**src/rtl/prog_loader.sv**
```systemverilog
`default_nettype none
// ============================================================================
//  Module   : prog_loader
//  Purpose  : Program-memory loader for the bit-serial CPU. Parses a framed
//             byte stream (HEADER, COUNT, COUNT x 3 word bytes, optional XOR
//             checksum), reassembles 18-bit instruction words and writes them
//             to consecutive program addresses from 0. Holds the CPU in reset
//             while a load is in progress.
//  Ports    : clk        - system clock, rising edge
//             reset      - synchronous active-low reset
//             in_data    - stream byte
//             in_valid   - in_data valid
//             in_ready   - loader accepts a byte (transfer = valid & ready)
//             prog_addr  - program memory write address
//             prog_data  - instruction word {opc,rep,src1,src2,dest}
//             prog_we    - one-cycle write strobe
//             cpu_hold   - CPU reset request
//             done       - one-cycle pulse on successful frame end
//             err        - sticky frame error
//  Options  : PROG_LOADER_CHECKSUM_EN - frame ends with an XOR checksum byte
//  Revision : 1.0 - initial release
// ============================================================================
module prog_loader #(
    parameter int         WORDS         = 16,
    parameter int         ADDR_W        = 4,
    parameter logic [7:0] HEADER        = 8'hA5,
    parameter logic       HOLD_AT_RESET = 1'b1
) (
    input  logic              clk,
    input  logic              reset,
    input  logic [7:0]        in_data,
    input  logic              in_valid,
    output logic              in_ready,
    output logic [ADDR_W-1:0] prog_addr,
    output logic [17:0]       prog_data,
    output logic              prog_we,
    output logic              cpu_hold,
    output logic              done,
    output logic              err
);

    localparam int         c_rem_w     = $clog2(WORDS + 1);
    localparam logic [8:0] c_words_ext = 9'(WORDS);

    localparam logic [3:0] c_idle  = 4'd0;
    localparam logic [3:0] c_count = 4'd1;
    localparam logic [3:0] c_b0    = 4'd2;
    localparam logic [3:0] c_b1    = 4'd3;
    localparam logic [3:0] c_b2    = 4'd4;
    localparam logic [3:0] c_write = 4'd5;
`ifdef PROG_LOADER_CHECKSUM_EN
    localparam logic [3:0] c_csum  = 4'd6;
`endif
    localparam logic [3:0] c_done  = 4'd7;
    localparam logic [3:0] c_err   = 4'd8;

    logic [3:0]         r_state;
    logic [3:0]         w_next_state;
    logic               w_ready;
    logic               w_hs;
    logic               w_start;
    logic [ADDR_W-1:0]  r_addr;
    logic [17:0]        r_data;
    logic [c_rem_w-1:0] r_rem;
    logic [1:0]         r_b0;
    logic [7:0]         r_b1;
    logic               r_hold;
    logic               r_err;
`ifdef PROG_LOADER_CHECKSUM_EN
    logic [7:0]         r_csum;
`endif

    // Ready is forced low while reset is asserted, whatever the old state.
    assign in_ready  = w_ready & reset;
    assign w_hs      = in_valid & in_ready;
    assign w_start   = w_hs && (in_data == HEADER) &&
                       ((r_state == c_idle) || (r_state == c_err));
    assign prog_addr = r_addr;
    assign prog_data = r_data;
    assign prog_we   = (r_state == c_write);
    assign done      = (r_state == c_done);
    assign cpu_hold  = r_hold;
    assign err       = r_err;

    always_comb begin
        w_next_state = r_state;
        w_ready      = 1'b0;
        case (r_state)
            c_idle, c_err: begin
                w_ready = 1'b1;
                if (w_start) w_next_state = c_count;
            end
            c_count: begin
                w_ready = 1'b1;
                if (w_hs) begin
                    if ((in_data == 8'd0) || ({1'b0, in_data} > c_words_ext))
                        w_next_state = c_err;
                    else
                        w_next_state = c_b0;
                end
            end
            c_b0: begin
                w_ready = 1'b1;
                if (w_hs) w_next_state = (in_data[7:2] != 6'd0) ? c_err : c_b1;
            end
            c_b1: begin
                w_ready = 1'b1;
                if (w_hs) w_next_state = c_b2;
            end
            c_b2: begin
                w_ready = 1'b1;
                if (w_hs) w_next_state = c_write;
            end
            c_write: begin
                if (r_rem == c_rem_w'(1))
`ifdef PROG_LOADER_CHECKSUM_EN
                    w_next_state = c_csum;
`else
                    w_next_state = c_done;
`endif
                else
                    w_next_state = c_b0;
            end
`ifdef PROG_LOADER_CHECKSUM_EN
            c_csum: begin
                w_ready = 1'b1;
                if (w_hs) w_next_state = (in_data != r_csum) ? c_err : c_done;
            end
`endif
            c_done:  w_next_state = c_idle;
            default: w_next_state = c_idle;
        endcase
    end

    always_ff @(posedge clk) begin
        if (!reset) begin
            r_state <= c_idle;
            r_addr  <= '0;
            r_data  <= '0;
            r_rem   <= '0;
            r_b0    <= '0;
            r_b1    <= '0;
            r_hold  <= HOLD_AT_RESET;
            r_err   <= 1'b0;
`ifdef PROG_LOADER_CHECKSUM_EN
            r_csum  <= '0;
`endif
        end else begin
            r_state <= w_next_state;
            if (w_start) begin
                r_hold <= 1'b1;
                r_err  <= 1'b0;
                r_addr <= '0;
`ifdef PROG_LOADER_CHECKSUM_EN
                r_csum <= '0;
`endif
            end
            if (w_hs && (r_state == c_count)) r_rem <= c_rem_w'(in_data);
            if (w_hs && (r_state == c_b0))    r_b0  <= in_data[1:0];
            if (w_hs && (r_state == c_b1))    r_b1  <= in_data;
            // The word is committed to the output register only once complete,
            // so prog_data keeps the previous word until the next write.
            if (w_hs && (r_state == c_b2))    r_data <= {r_b0, r_b1, in_data};
`ifdef PROG_LOADER_CHECKSUM_EN
            if (w_hs && ((r_state == c_b0) || (r_state == c_b1) || (r_state == c_b2)))
                r_csum <= r_csum ^ in_data;
`endif
            if (r_state == c_write) begin
                r_addr <= r_addr + 1'b1;
                r_rem  <= r_rem - 1'b1;
            end
            // Hold drops on the same edge that enters DONE.
            if ((w_next_state == c_done) && (r_state != c_done)) r_hold <= 1'b0;
            if ((w_next_state == c_err) && (r_state != c_err)) begin
                r_err  <= 1'b1;
                r_hold <= 1'b1;
            end
        end
    end

endmodule
`default_nettype wire

```
**config.mk**
```make
export PLATFORM = sky130hd
export DESIGN_NAME = prog_loader
export DESIGN_NICKNAME = d
export VERILOG_FILES = /design/src/rtl/prog_loader.sv
export SDC_FILE = /design/constraint.sdc
export NUM_CORES = 1
export LEC_CHECK = 0
export BUFFER_PORTS_ARGS = -buffer_cell sky130_fd_sc_hd__buf_2
export CAP_MARGIN = 40
export CORE_ASPECT_RATIO = 1.5
export CORE_MARGIN = 4
export CORE_UTILIZATION = 35
export CTS_CLUSTER_DIAMETER = 40
export DETAILED_ROUTE_END_ITERATION = 16
export PLACE_DENSITY_LB_ADDON = 0.3
export SLEW_MARGIN = 20
export SYNTH_ARGS = -nofsm -noshare
export SYNTH_HDL_FRONTEND = slang
export SYNTH_SLANG_ARGS = --single-unit
export TNS_END_PERCENT = 1
```
**constraint.sdc**
```tcl
create_clock -name clk -period 2.4 [get_ports clk]
set_input_delay 0.36 -clock clk [delete_from_list [all_inputs] [get_ports clk]]
set_output_delay 0.36 -clock clk [all_outputs]
set_load 0.01 [all_outputs]
```
Word-level counts from Yosys, hierarchy flattened
Index checks and enable logic that the tools add are counted.
W data, S select, Z words.
- bits in registers: 43
- bits of input ports: 11
- output and inout port bits: 27
- logic and storage cells: 65
- add/subtract/negate cells: 2
- $lt $le $gt $ge: 1
- eq/ne operators: 13
- muxes and demuxes: 18
- bitwise gates (word level): 3
- reduce and logical (&&, ||, !) cells: 20
- operator list (kind ; number):
    $mux W4 ; 9
    $pmux W4 S6 ; 1
    $eq A4 B3 Y1 const B ; 4
    $mux W5 ; 2
    $eq A4 B2 Y1 const B ; 2
    $eq A4 B4 Y1 const B ; 2
    $eq A8 B8 Y1 const B ; 1
    $gt A8 B5 Y1 const B ; 1
    $logic_and A1 B1 Y1 ; 8
    $logic_not A8 Y1 ; 1
    $reduce_bool A2 Y1 ; 4
    $reduce_bool A6 Y1 ; 1
    $reduce_or A6 Y1 ; 1
    $eq A5 B1 Y1 const B ; 1
    $mux W1 ; 5
    $sub A5 B1 Y5 const B ; 1
    $add A4 B1 Y4 const B ; 1
    $eq A4 B1 Y1 const B ; 1
    $logic_not A4 Y1 ; 1
    $ne A4 B3 Y1 const B ; 1
    $ne A4 B4 Y1 const B ; 1
    $reduce_or A2 Y1 ; 2
    $mux W3 ; 1
    $and A1 B1 Y1 ; 2
    2 further kinds ; 3

Depth between registers and ports, before layout
- depth after elaboration: 12
- depth in mapped cells: 7
- mapped depth without buffers: 6

Worst setup path after synthesis
No wires, ideal clock.
- path type: input to output
- start: in reset
- end: out in_ready
- arrival time: 1159 ps
- slack: 881 ps
- stages: 5
- cells stage by stage: buf_2 inv_1 buf_2 buf_1 nor2_1
- longest elaborated chain between the ends: 1
- RTL lines (item ; RTL line ; source):
    start: declaration ; 30 ; input logic reset,
    $and A1 B1 Y1 ; 74 ; assign in_ready = w_ready & reset;
    end: declaration ; 33 ; output logic in_ready,
No other way between the ends.

Final worst setup path
- start: reg r_state[2]
- end: out prog_we
- longest elaborated chain between the ends: 1
- RTL lines (item ; RTL line ; source):
    start: declaration ; 57 ; logic [3:0] r_state;
    start signal: assignment ; 137 ; r_state <= c_idle;
    start signal: assignment ; 149 ; r_state <= w_next_state;
    $eq A4 B3 Y1 ; 80 ; assign prog_we = (r_state == c_write);
    end: declaration ; 36 ; output logic prog_we,
No other way between the ends.

==> metrics.yaml <==
outcome:
  status: "completed"
sta:
  rsz0062_at_grt: "no"
  finalSetupTns_ns: 0
  period_share: 0.842
  max_freq_mhz: 495
  slew_headroom: 0.584
  hold_viol: 0
  skew_ns: 0.0101
  slew_violations: 0
  setup_violations: 0
  worstMarginPinSlew_ns: 0.615
  finalCriticalPeriod_ns: 2.02
synth:
  synth_cells: 233
  synth_cell_type_count: 54
  yosys.area.top_type: "dfxtp_1"
  synth_top_cell_area_share: 0.425
  synth_compound_area_frac: 0.159
  synth_area_leaders: "dfxtp_1, nand2_1, mux2i_1"
  syn-num-nets: 247
  synth_top_flop_cell: "dfxtp_1"
  syn_avg_cell_area_um2: 8.69
  yosysSeqAreaShare: 0.425
  synth_top_family_by_area: "simple AND/OR/NAND/NOR gates"
  yosys_warnings: 0
  synth.most_common_cell: "nand2_1"
  yosys.area_share.simple: 0.280
  synth_xor_xnor_area_share: 0.00865
  synth_edf_count: 0
  synth-adder-area-share: 0.0185
  synth_area_um2: 2020
  synthTopCellsByCount: "nand2_1, dfxtp_1, nor2_1, a21oi_1, nand3_1"
  ys_ff_latch: 43
  synthMuxAreaShare: 0.0544
  async_reset_ff_frac: 0
cts:
  numCtsBuffers: 5
  max-clock-path-buffers: 2
  cts_tree: "built"
  clk-insertion-delay-late_ns: 0.30
  cts_sinks: 43
  clock-root-buffer: "clkbuf_8"
  ctsHoldBuffers: 0
  path_clk_slew_ns: 0.08
  htree_levels: 2
  cts_post_setup_buffers_inserted: 0
  cts_resized: 0
route:
  drc: 0
  antenna_left: 0
  wl_per_cell_um: 13.8
  avgViaCountPerCell: 5.09
  routed-via-count: 1719
  drt-total-wl_um: 4650
  drtIter0Drc: 65
  drt_first_pass_iters: 6
cells_and_area:
  fin_area_um2: 2370
  finalNetCount: 281
  drive_gt1_frac: 0.254
  antennaDiodeCount: 0
  syn_to_final_growth_pct: 17.3
floorplanning:
  initial_core_util: 0.366
  die-area_um2: 7090
  die_h_um: 101
  io_pins: 38
  die_w_um: 70.1
  core_um2: 5530
  rows: 33
worst_hold_path:
  hold_path.class: "in -> reg"
pwr:
  switching_share: 0.197
  p_leak_nw: 0.932
  powerDensity_nw_per_um2: 601
  switchingPower_w: 0.000281
  p_clk_frac: 0.460
  p_int_w: 0.00115
  vdd_drop_max_uv: 325
  pwr-share-seq: 0.500
  pwr-share-comb: 0.040
worst_setup_path:
  crit_path_start_kind: "flop"
  arrival_ns: 1.66
  path_class: "reg -> out"
  end_kind: "output pin"
  worst_ep_required_time_ns: 2.04
  worstPathMaxFanout: 15
placement:
  place.gp.congestion: 0.785
  port_buffers: 37
  place_hpwl_um: 3400
  place_area_um2: 2240
global_route:
  grt_pass1_vias: 1566
  grt_util_all_layers: 0.139
  grt_max_degree: 21
  antenna_found_initial: 0
  overflow: 0
  grt_pass1_wl_um: 7780
run:
  max-cap-violations: 0
## power by group through the flow
stage               clock network [W]  logic (W)  registers, W
floorplan                           0  0.0000263      0.000730
global placement                    0  0.0000568      0.000730
detailed placement                  0  0.0000570      0.000730
CTS                          0.000679  0.0000571      0.000713
global route                 0.000703  0.0000617      0.000713
finish                       0.000657  0.0000567      0.000713
## final timing paths
path                        end  cells past startpoint  slack, ns           from
setup / recovery        prog_we                      3       0.38     r_state[2]
hold / removal     prog_data[4]                      3       0.37     in_data[4]
hold reg to reg   prog_data[16]                      2       0.45  prog_data[16]
setup reg to reg       cpu_hold                      4       0.66     r_state[2]
## critical path: stages, from the launching register on
cell and delay, ns:
dfxtp_1 0.60, nand4bb_1 0.33, clkinv_1 0.26, buf_2 0.17
## layout by cell type (no fill, tap or decap), types with 3 or more instances in the layout
| cell type | n |
|---|---|
| and4bb_2 | 3 |
| inv_1 | 4 |
| nand2_1 | 48 |
| nor2b_1 | 3 |
| or3_1 | 4 |
| mux2i_1 | 11 |
| a21oi_1 | 17 |
| clkbuf_8 | 5 |
| a21oi_2 | 8 |
| nor2_1 | 18 |
| buf_2 | 37 |
| buf_4 | 4 |
| nand3_1 | 12 |
| dfxtp_1 | 43 |
| ha_1 | 3 |
## registers in the layout (all words and copies together) (netlist names)
name and flops:
prog_data 18, r_b1 8, r_rem 5, prog_addr 4, r_state 4, r_b0 2
cpu_hold 1, err 1
## per-layer routing
metal	global-route usage	vias to the layer above	share of wire
met5	0	-	0
met4	0.0634	0	0.016
met3	0.0308	6	0.046
met2	0.235	38	0.49
met1	0.169	791	0.45
li1	-	884	-
## layout make-up
class	count	area (µm²)
repair buffers	41	215
multi-input cells	171	1060
well taps	70	87.6
clock buffers	6	72.6
clock inverters	2	60.1
inverters	5	18.8
flip-flops and latches	43	861
fillers	575	3160
## stage by stage
stage | util | hold slack (ns) | power, W | cells | setup WS (ns)
floorplan | - | 0.431 | 0.000756 | 233 | 0.881
global placement | 0.405 | 0.442 | 0.000787 | 330 | 0.637
detailed placement | 0.405 | 0.446 | 0.000787 | 330 | 0.575
CTS | 0.429 | 0.358 | 0.00145 | 338 | 0.362
global route | 0.429 | 0.371 | 0.00148 | 338 | 0.216
finish | 0.429 | 0.371 | 0.00143 | 338 | 0.379
## logic make-up after synthesis
kind of cell	count (synthesis)
simple gates	110
compound gates	45
flops	43
buf+inv	19
mux	11
fa+ha+maj	3
xor+xnor	2
No activity file was read; power rests on OpenSTA's default activity.
